## config.mk

```make
export PLATFORM = sky130hd
export DESIGN_NAME = alu_exec_unit
export DESIGN_NICKNAME = d
export VERILOG_FILES = /design/src/rtl/ooo_pkg.sv /design/src/rtl/ooo_alu.sv /design/src/rtl/alu_exec_unit.sv
export SDC_FILE = /design/constraint.sdc
export NUM_CORES = 1
export LEC_CHECK = 0
export ABC_AREA = 1
export CAP_MARGIN = 10
export CORE_AREA = 3 3 215 217
export DETAILED_ROUTE_END_ITERATION = 12
export DIE_AREA = 0 0 218 220
export GPL_ROUTABILITY_DRIVEN = 0
export PLACE_DENSITY = 0.51
export SLEW_MARGIN = 20
export SYNTH_ARGS = -nofsm -noshare
export SYNTH_HDL_FRONTEND = slang
export SYNTH_SLANG_ARGS = --single-unit
```

## constraint.sdc

```tcl
create_clock -name clk -period 4.12 [get_ports clk]
set_clock_uncertainty 0.05 [all_clocks]
set_input_delay 0.824 -clock clk [delete_from_list [all_inputs] [get_ports clk]]
set_output_delay 0.824 -clock clk [all_outputs]
set_load 0.01 [all_outputs]
```

## src/rtl/ooo_pkg.sv

```systemverilog
// Shared types for the out-of-order integer execute path: ALU opcode
// enum, default tag widths and the RR/EX pipeline payload layouts.
package ooo_pkg;

   localparam int DATA_W            = 32;
   localparam int DEF_PHYS_REG_BITS = 6;
   localparam int DEF_ROB_IDX_BITS  = 4;

   typedef enum logic [3:0] {
      ALU_ADD  = 4'd0,
      ALU_SUB  = 4'd1,
      ALU_AND  = 4'd2,
      ALU_OR   = 4'd3,
      ALU_XOR  = 4'd4,
      ALU_SLL  = 4'd5,
      ALU_SRL  = 4'd6,
      ALU_SRA  = 4'd7,
      ALU_SLT  = 4'd8,
      ALU_SLTU = 4'd9
   } alu_op_e;

   // Issued micro-op as held in the register-read stage.
   typedef struct packed {
      alu_op_e                       op;
      logic                          alu_src;
      logic [DATA_W-1:0]             imm;
      logic [DEF_PHYS_REG_BITS-1:0]  rs1;
      logic [DEF_PHYS_REG_BITS-1:0]  rs2;
      logic [DEF_PHYS_REG_BITS-1:0]  rd;
      logic [DEF_ROB_IDX_BITS-1:0]   rob_idx;
   } rr_payload_t;

   // Micro-op with resolved operands as held in the execute stage.
   typedef struct packed {
      alu_op_e                       op;
      logic [DATA_W-1:0]             opa;
      logic [DATA_W-1:0]             opb;
      logic [DEF_PHYS_REG_BITS-1:0]  rd;
      logic [DEF_ROB_IDX_BITS-1:0]   rob_idx;
   } ex_payload_t;

   // Physical register 0 is hardwired to zero regardless of PRF contents.
   function automatic logic [DATA_W-1:0] preg_value(
      input logic [DEF_PHYS_REG_BITS-1:0] addr,
      input logic [DATA_W-1:0]            data
   );
      return (addr == '0) ? '0 : data;
   endfunction

endpackage

```

## src/rtl/ooo_alu.sv

```systemverilog
// Purely combinational 32-bit integer ALU shared by execution units.
// Unused opcodes (10-15) return zero; shifts use b[4:0].
module ooo_alu
   import ooo_pkg::*;
(
   input  logic [3:0]        op,
   input  logic [DATA_W-1:0] a,
   input  logic [DATA_W-1:0] b,
   output logic [DATA_W-1:0] result
);

   logic signed [DATA_W-1:0] a_s;
   logic signed [DATA_W-1:0] b_s;
   logic [4:0]               shamt;

   assign a_s   = a;
   assign b_s   = b;
   assign shamt = b[4:0];

   // Select the operation result; wrapping arithmetic, no flags.
   always_comb begin
      result = '0;
      case (op)
         ALU_ADD:  result = a + b;
         ALU_SUB:  result = a - b;
         ALU_AND:  result = a & b;
         ALU_OR:   result = a | b;
         ALU_XOR:  result = a ^ b;
         ALU_SLL:  result = a << shamt;
         ALU_SRL:  result = a >> shamt;
         ALU_SRA:  result = a_s >>> shamt;
         ALU_SLT:  result = {{(DATA_W-1){1'b0}}, (a_s < b_s)};
         ALU_SLTU: result = {{(DATA_W-1){1'b0}}, (a < b)};
         default:  result = '0;
      endcase
   end

endmodule

```

## src/rtl/alu_exec_unit.sv

```systemverilog
// Two-stage (RR -> EX) integer execute back-end with CDB valid/ready
// output and issue-queue wake-up broadcast.
// Optional feature macro EARLY_WAKEUP_EN: wake-up is raised when an op
// leaves RR and an RR operand bypass from the CDB is added.
// Payload field widths follow the ooo_pkg defaults.
module alu_exec_unit
   import ooo_pkg::*;
#(
   parameter int PHYS_REG_BITS = DEF_PHYS_REG_BITS,
   parameter int ROB_IDX_BITS  = DEF_ROB_IDX_BITS
)
(
   input  logic                     clk,
   input  logic                     rst_n,
   input  logic                     flush,
   input  logic                     issue_valid,
   input  logic [3:0]               issue_alu_op,
   input  logic                     issue_alu_src,
   input  logic [31:0]              issue_imm,
   input  logic [PHYS_REG_BITS-1:0] issue_phys_rs1,
   input  logic [PHYS_REG_BITS-1:0] issue_phys_rs2,
   input  logic [PHYS_REG_BITS-1:0] issue_phys_rd,
   input  logic [ROB_IDX_BITS-1:0]  issue_rob_idx,
   output logic                     issue_ack,
   output logic [PHYS_REG_BITS-1:0] prf_rs1_addr,
   output logic [PHYS_REG_BITS-1:0] prf_rs2_addr,
   input  logic [31:0]              prf_rs1_data,
   input  logic [31:0]              prf_rs2_data,
   output logic                     cdb_valid,
   input  logic                     cdb_ready,
   output logic [PHYS_REG_BITS-1:0] cdb_phys_rd,
   output logic [31:0]              cdb_data,
   output logic [ROB_IDX_BITS-1:0]  cdb_rob_idx,
   output logic                     wakeup_en,
   output logic [PHYS_REG_BITS-1:0] wakeup_phys_rd
);

   logic              vld_p0;
   logic              vld_p1;
   rr_payload_t       rr_p0;
   ex_payload_t       ex_p1;
   rr_payload_t       issue_pld;

   logic              cdb_fire;
   logic              ex_free;
   logic              rr_adv;

   logic [DATA_W-1:0] rs1_val;
   logic [DATA_W-1:0] rs2_val;
   logic [DATA_W-1:0] opb_sel;
   logic [DATA_W-1:0] alu_result;

   // Handshake: EX frees when empty or draining; RR moves when EX frees.
   assign cdb_valid = vld_p1 & ~flush;
   assign cdb_fire  = cdb_valid & cdb_ready;
   assign ex_free   = ~vld_p1 | cdb_fire;
   assign rr_adv    = vld_p0 & ex_free;
   assign issue_ack = issue_valid & ~flush & (~vld_p0 | rr_adv);

   assign issue_pld = '{op:      alu_op_e'(issue_alu_op),
                        alu_src: issue_alu_src,
                        imm:     issue_imm,
                        rs1:     issue_phys_rs1,
                        rs2:     issue_phys_rs2,
                        rd:      issue_phys_rd,
                        rob_idx: issue_rob_idx};

   // ---- RR stage: capture issued op, drive PRF read ports ----
   // RR valid bit and payload register.
   always_ff @(posedge clk or negedge rst_n) begin
      if (!rst_n) begin
         vld_p0 <= 1'b0;
         rr_p0  <= '0;
      end else begin
         if (flush)          vld_p0 <= 1'b0;
         else if (issue_ack) vld_p0 <= 1'b1;
         else if (rr_adv)    vld_p0 <= 1'b0;
         if (issue_ack)      rr_p0  <= issue_pld;
      end
   end

   assign prf_rs1_addr = rr_p0.rs1;
   assign prf_rs2_addr = rr_p0.rs2;

   // Resolve source operands; p0 reads zero, optional bypass from the CDB.
   always_comb begin
      rs1_val = preg_value(rr_p0.rs1, prf_rs1_data);
      rs2_val = preg_value(rr_p0.rs2, prf_rs2_data);
`ifdef EARLY_WAKEUP_EN
      if (cdb_fire && (ex_p1.rd != '0) && (ex_p1.rd == rr_p0.rs1)) rs1_val = alu_result;
      if (cdb_fire && (ex_p1.rd != '0) && (ex_p1.rd == rr_p0.rs2)) rs2_val = alu_result;
`endif
      opb_sel = rr_p0.alu_src ? rr_p0.imm : rs2_val;
   end

   // ---- EX stage: hold operands until the CDB accepts the result ----
   // EX valid bit and payload register.
   always_ff @(posedge clk or negedge rst_n) begin
      if (!rst_n) begin
         vld_p1 <= 1'b0;
         ex_p1  <= '0;
      end else begin
         if (flush)         vld_p1 <= 1'b0;
         else if (rr_adv)   vld_p1 <= 1'b1;
         else if (cdb_fire) vld_p1 <= 1'b0;
         if (rr_adv && !flush) begin
            ex_p1.op      <= rr_p0.op;
            ex_p1.opa     <= rs1_val;
            ex_p1.opb     <= opb_sel;
            ex_p1.rd      <= rr_p0.rd;
            ex_p1.rob_idx <= rr_p0.rob_idx;
         end
      end
   end

   ooo_alu u_alu (
      .op     (ex_p1.op),
      .a      (ex_p1.opa),
      .b      (ex_p1.opb),
      .result (alu_result)
   );

   assign cdb_data    = alu_result;
   assign cdb_phys_rd = ex_p1.rd;
   assign cdb_rob_idx = ex_p1.rob_idx;

`ifdef EARLY_WAKEUP_EN
   // Wake dependents as the producer leaves RR; the bypass covers the gap.
   assign wakeup_en      = rr_adv & ~flush & (rr_p0.rd != '0);
   assign wakeup_phys_rd = rr_p0.rd;
`else
   // Wake dependents when the result is accepted on the CDB.
   assign wakeup_en      = cdb_fire & (ex_p1.rd != '0);
   assign wakeup_phys_rd = ex_p1.rd;
`endif

endmodule

```

==> results of run 1 <==
-- worst max path at each step --
stage,end,slack (ns),depth (start not counted)
floorplan,cdb_data[0],0.64,18
global placement,cdb_data[0],-0.11,13
detailed placement,cdb_data[0],-0.12,13
CTS,cdb_data[30],0.0005,14
global route,cdb_data[29],-0.04,16
finish,cdb_data[11],0.1,11
-- routing by layer --
layer	wire, um	up-vias
met2	33110	1190
li1	-	9034
met1	31790	9116
met4	3775	10
met5	71	-
met3	9220	215
-- cell families (layout without fill, tap and decap cells) --
family	after synthesis	after routing
AOI/OAI and AO/OA	416	416
buffers and inverters	456	654
xor gates and xnor gates	2	2
DFF	139	139
other	0	2
and+or+nand+nor	1539	1539
muxes	1	1
adders and majority gates	100	100
-- Yosys cell counts (2+ instances only) --
| cell type | n |
|---|---|
| fa_1 | 2 |
| o21bai_1 | 9 |
| xor2_1 | 2 |
| inv_1 | 277 |
| nand3_1 | 397 |
| o22ai_1 | 52 |
| dfrtp_1 | 139 |
| buf_2 | 44 |
| and2_1 | 13 |
| or4_1 | 2 |
| o21ai_1 | 5 |
| o221ai_1 | 3 |
| o2111ai_1 | 7 |
| nor3_4 | 2 |
| buf_4 | 30 |
| a21oi_1 | 128 |
| or2_2 | 2 |
| nand2_1 | 899 |
| clkinv_1 | 5 |
| nor4_1 | 3 |
| o21a_1 | 3 |
| a31oi_1 | 5 |
| clkbuf_1 | 82 |
| buf_1 | 13 |
| a211oi_1 | 2 |
| a221oi_1 | 2 |
| o21ai_0 | 141 |
| nor2_1 | 169 |
| o211ai_1 | 56 |
| nor3_1 | 21 |
| nand3b_1 | 2 |
| ha_1 | 98 |
| inv_2 | 5 |
| nand4_1 | 26 |
-- area by class of cell --
type,count,share of cell area
diodes,2,0.0002537
clock buffers,23,0.02423
clock inverters,9,0.004503
inverters,287,0.05587
multi-input cells,2058,0.5379
flip-flops and latches,139,0.1773
well taps,592,0.03754
repair buffers,335,0.1624
-- stage by stage --
step	cells	utilization	hold slack, ns	setup slack, ns
2_1_floorplan	2653	-	0.3866	0.6402
3_3_place_gp	3386	0.4143	0.4008	-0.1095
3_5_place_dp	3386	0.4143	0.4045	-0.1194
4_1_cts	3424	0.4317	0.4188	0.0005096
5_1_grt	3443	0.4451	0.4383	-0.04128
6_report	3445	0.4452	0.4146	0.09623
-- state kept, by name, indices dropped and copies added (netlist names) --
signal / count
cdb_phys_rd: 6
cdb_rob_idx: 4
ex_p1: 68
prf_rs1_addr: 6
prf_rs2_addr: 6
rr_p0: 47
vld_p0: 1
vld_p1: 1
-- worst max-delay path, cell delays in order, from the launching register on --
cell,delay [ns]
dfrtp_1,0.36
inv_1,0.08
nand2_1,0.13
inv_1,0.09
nand2_1,0.23
inv_4,0.18
buf_4,0.22
a21oi_1,0.44
nand3_1,0.26
nor2_1,0.14
nand2_1,0.08
clkdlybuf4s50_1,0.48
-- power breakdown --
group / internal [mW] / switching, mW
combinational: 3.22 / 6.07
clock: 0.880 / 0.631
sequential: 1.66 / 0.263
-- repair_timing --
item / CTS / global route
gates resized for setup: 58 / 122
hold endpoints to repair: 0 / 0
setup endpoints to repair: 22 / 29
hold buffers: 0 / 0
pin swaps: 2 / 5
cloned: 0 / 2
setup buffers: 6 / 17
==> impl_metrics.yaml, run 1 <==
status:
  status: "finished clean"
min_path:
  holdPathEnd: "rr_p0[40]$_DFFE_PN0P_"
  hp-start: "rr_p0[40]$_DFFE_PN0P_"
  min_path_cells: 2
  hold_path.class: "register to register"
timing:
  finalSetupTns_ns: 0
  fin_crit_ns: 4.024
  fin_crit_sh: 0.9766
  final_hold_viol_count: 0
  worstMarginPinSlew_ns: 0.9042
  setup_viol: 0
  drv_slew: 0
  max_freq_mhz: 248.5
  max_slew_margin: 0.3965
synthesis:
  postSynth.asyncResetShare: 1.000
  synth-seq-cells: 139
  synth_top_area_share: 0.2244
  ys.flop_type: "dfrtp_1"
  synth-simple-area-share: 0.4172
  ys_seq_area_frac: 0.2244
  yosysTopAreaCell: "dfrtp_1"
  yosys.cell_types.count: 41
  synth_nets: 2881
  synth_edf_count: 0
  synth.mux.area_fraction: 0.0006458
  synthXorXnorAreaFrac: 0.001130
  ys_top_cells_by_area: "dfrtp_1 22%, nand2_1 22%, nand3_1 13%"
  yosys.area_share.adder: 0.08169
  netlist_instances: 2653
  synth_area_sq_um: 15500
  synth_top_family_by_area: "simple AND/OR/NAND/NOR gates"
  synth.avg_cell_area_sq_um: 5.842
  synth-compound-area-share: 0.1537
  yosysWarnings: 0
critical_path:
  cp-start-kind: "register"
  cp.required_ns: 3.25
  endpoint_kind: "primary output"
  reg2reg_to: "ex_p1[30]$_DFFE_PN0P_"
  reg2regPathDepth: 7
  cp_max_fo: 12
  startpoint: "ex_p1[77]$_DFFE_PN0P_"
  cp_data_arrival_time_ns: 3.15
  r2r_start: "vld_p1$_DFFE_PN0P_"
  r2r_slack_ns: 1.77
  worstSetupPathType: "register to primary output"
grt:
  use_met3: 0.07557
  grtUsageMet1: 0.4259
  grt_pass1_vias: 18620
  grt_remaining_overflow: 0
  antenna_found_initial: 7
  grt_max_degree: 90
  grt-busiest-layer: "met2"
  track_usage: 0.3165
  met2_usage: 0.4863
  grt_first_pass_wirelength_um: 114800
power_and_ir_drop:
  total_power_mw: 12.73
  power.density_nw_per_um2: 645.2
  peakVddDrop_mv: 0.3080
  p_leak_nw: 9.860
clock_tree:
  htree_levels: 4
  cts_sinks: 139
  cts-root-buf: "clkbuf_16"
  clockBufferDepth: 2
  path_clk_slew_ns: 0.06
  cts_tree: "built"
  cts_buffers: 17
  worstSkewPairLatency_ns: 0.43
route:
  detail-route-antenna-nets: 0
  viasPerCell: 5.679
  drt_iter0_markers: 2658
  drc: 0
  drt_first_pass_iters: 8
  routedWlPerCell_um: 22.63
  vias: 19570
  routed_wl_um: 77960
placed_design:
  place_hpwl_um: 62310
  dpl_cell_area_sq_um: 18360
  numPortBuffers: 190
floorplan:
  initial_utilization: 0.3497
  die-area_sq_um: 47960
  io_pins: 191
  design.core.area_sq_um: 44320
  die-width_um: 218
  die_y_um: 220
  rows: 77
cells_and_area:
  area_delta_synth_final_pct: 27.28
  final_common_cell: "nand2_1"
  nets: 3066
  final-seq-area_sq_um: 3498
  multi_input_area_sq_um: 10610
  num-fill-cells: 4795
  final_cell_mix: "887 x nand2_1, 392 x nand3_1, 265 x inv_1"
  drive_above_1_share: 0.1063
  final_area_sq_um: 19730
job:
  cap_viol_max_count: 0
(Power assumes the default switching activity.)
==> inputs of run 2 (changes only) <==
--- a/config.mk
+++ b/config.mk
@@ -8,6 +8,7 @@
 export ABC_AREA = 1
 export CAP_MARGIN = 10
 export CORE_AREA = 3 3 215 217
+export CTS_CLUSTER_SIZE = 12
 export DETAILED_ROUTE_END_ITERATION = 12
 export DIE_AREA = 0 0 218 220
 export GPL_ROUTABILITY_DRIVEN = 0
==> results of run 2 <==
Same layout as run 1: the final DEF is identical, and so are final timing and power.
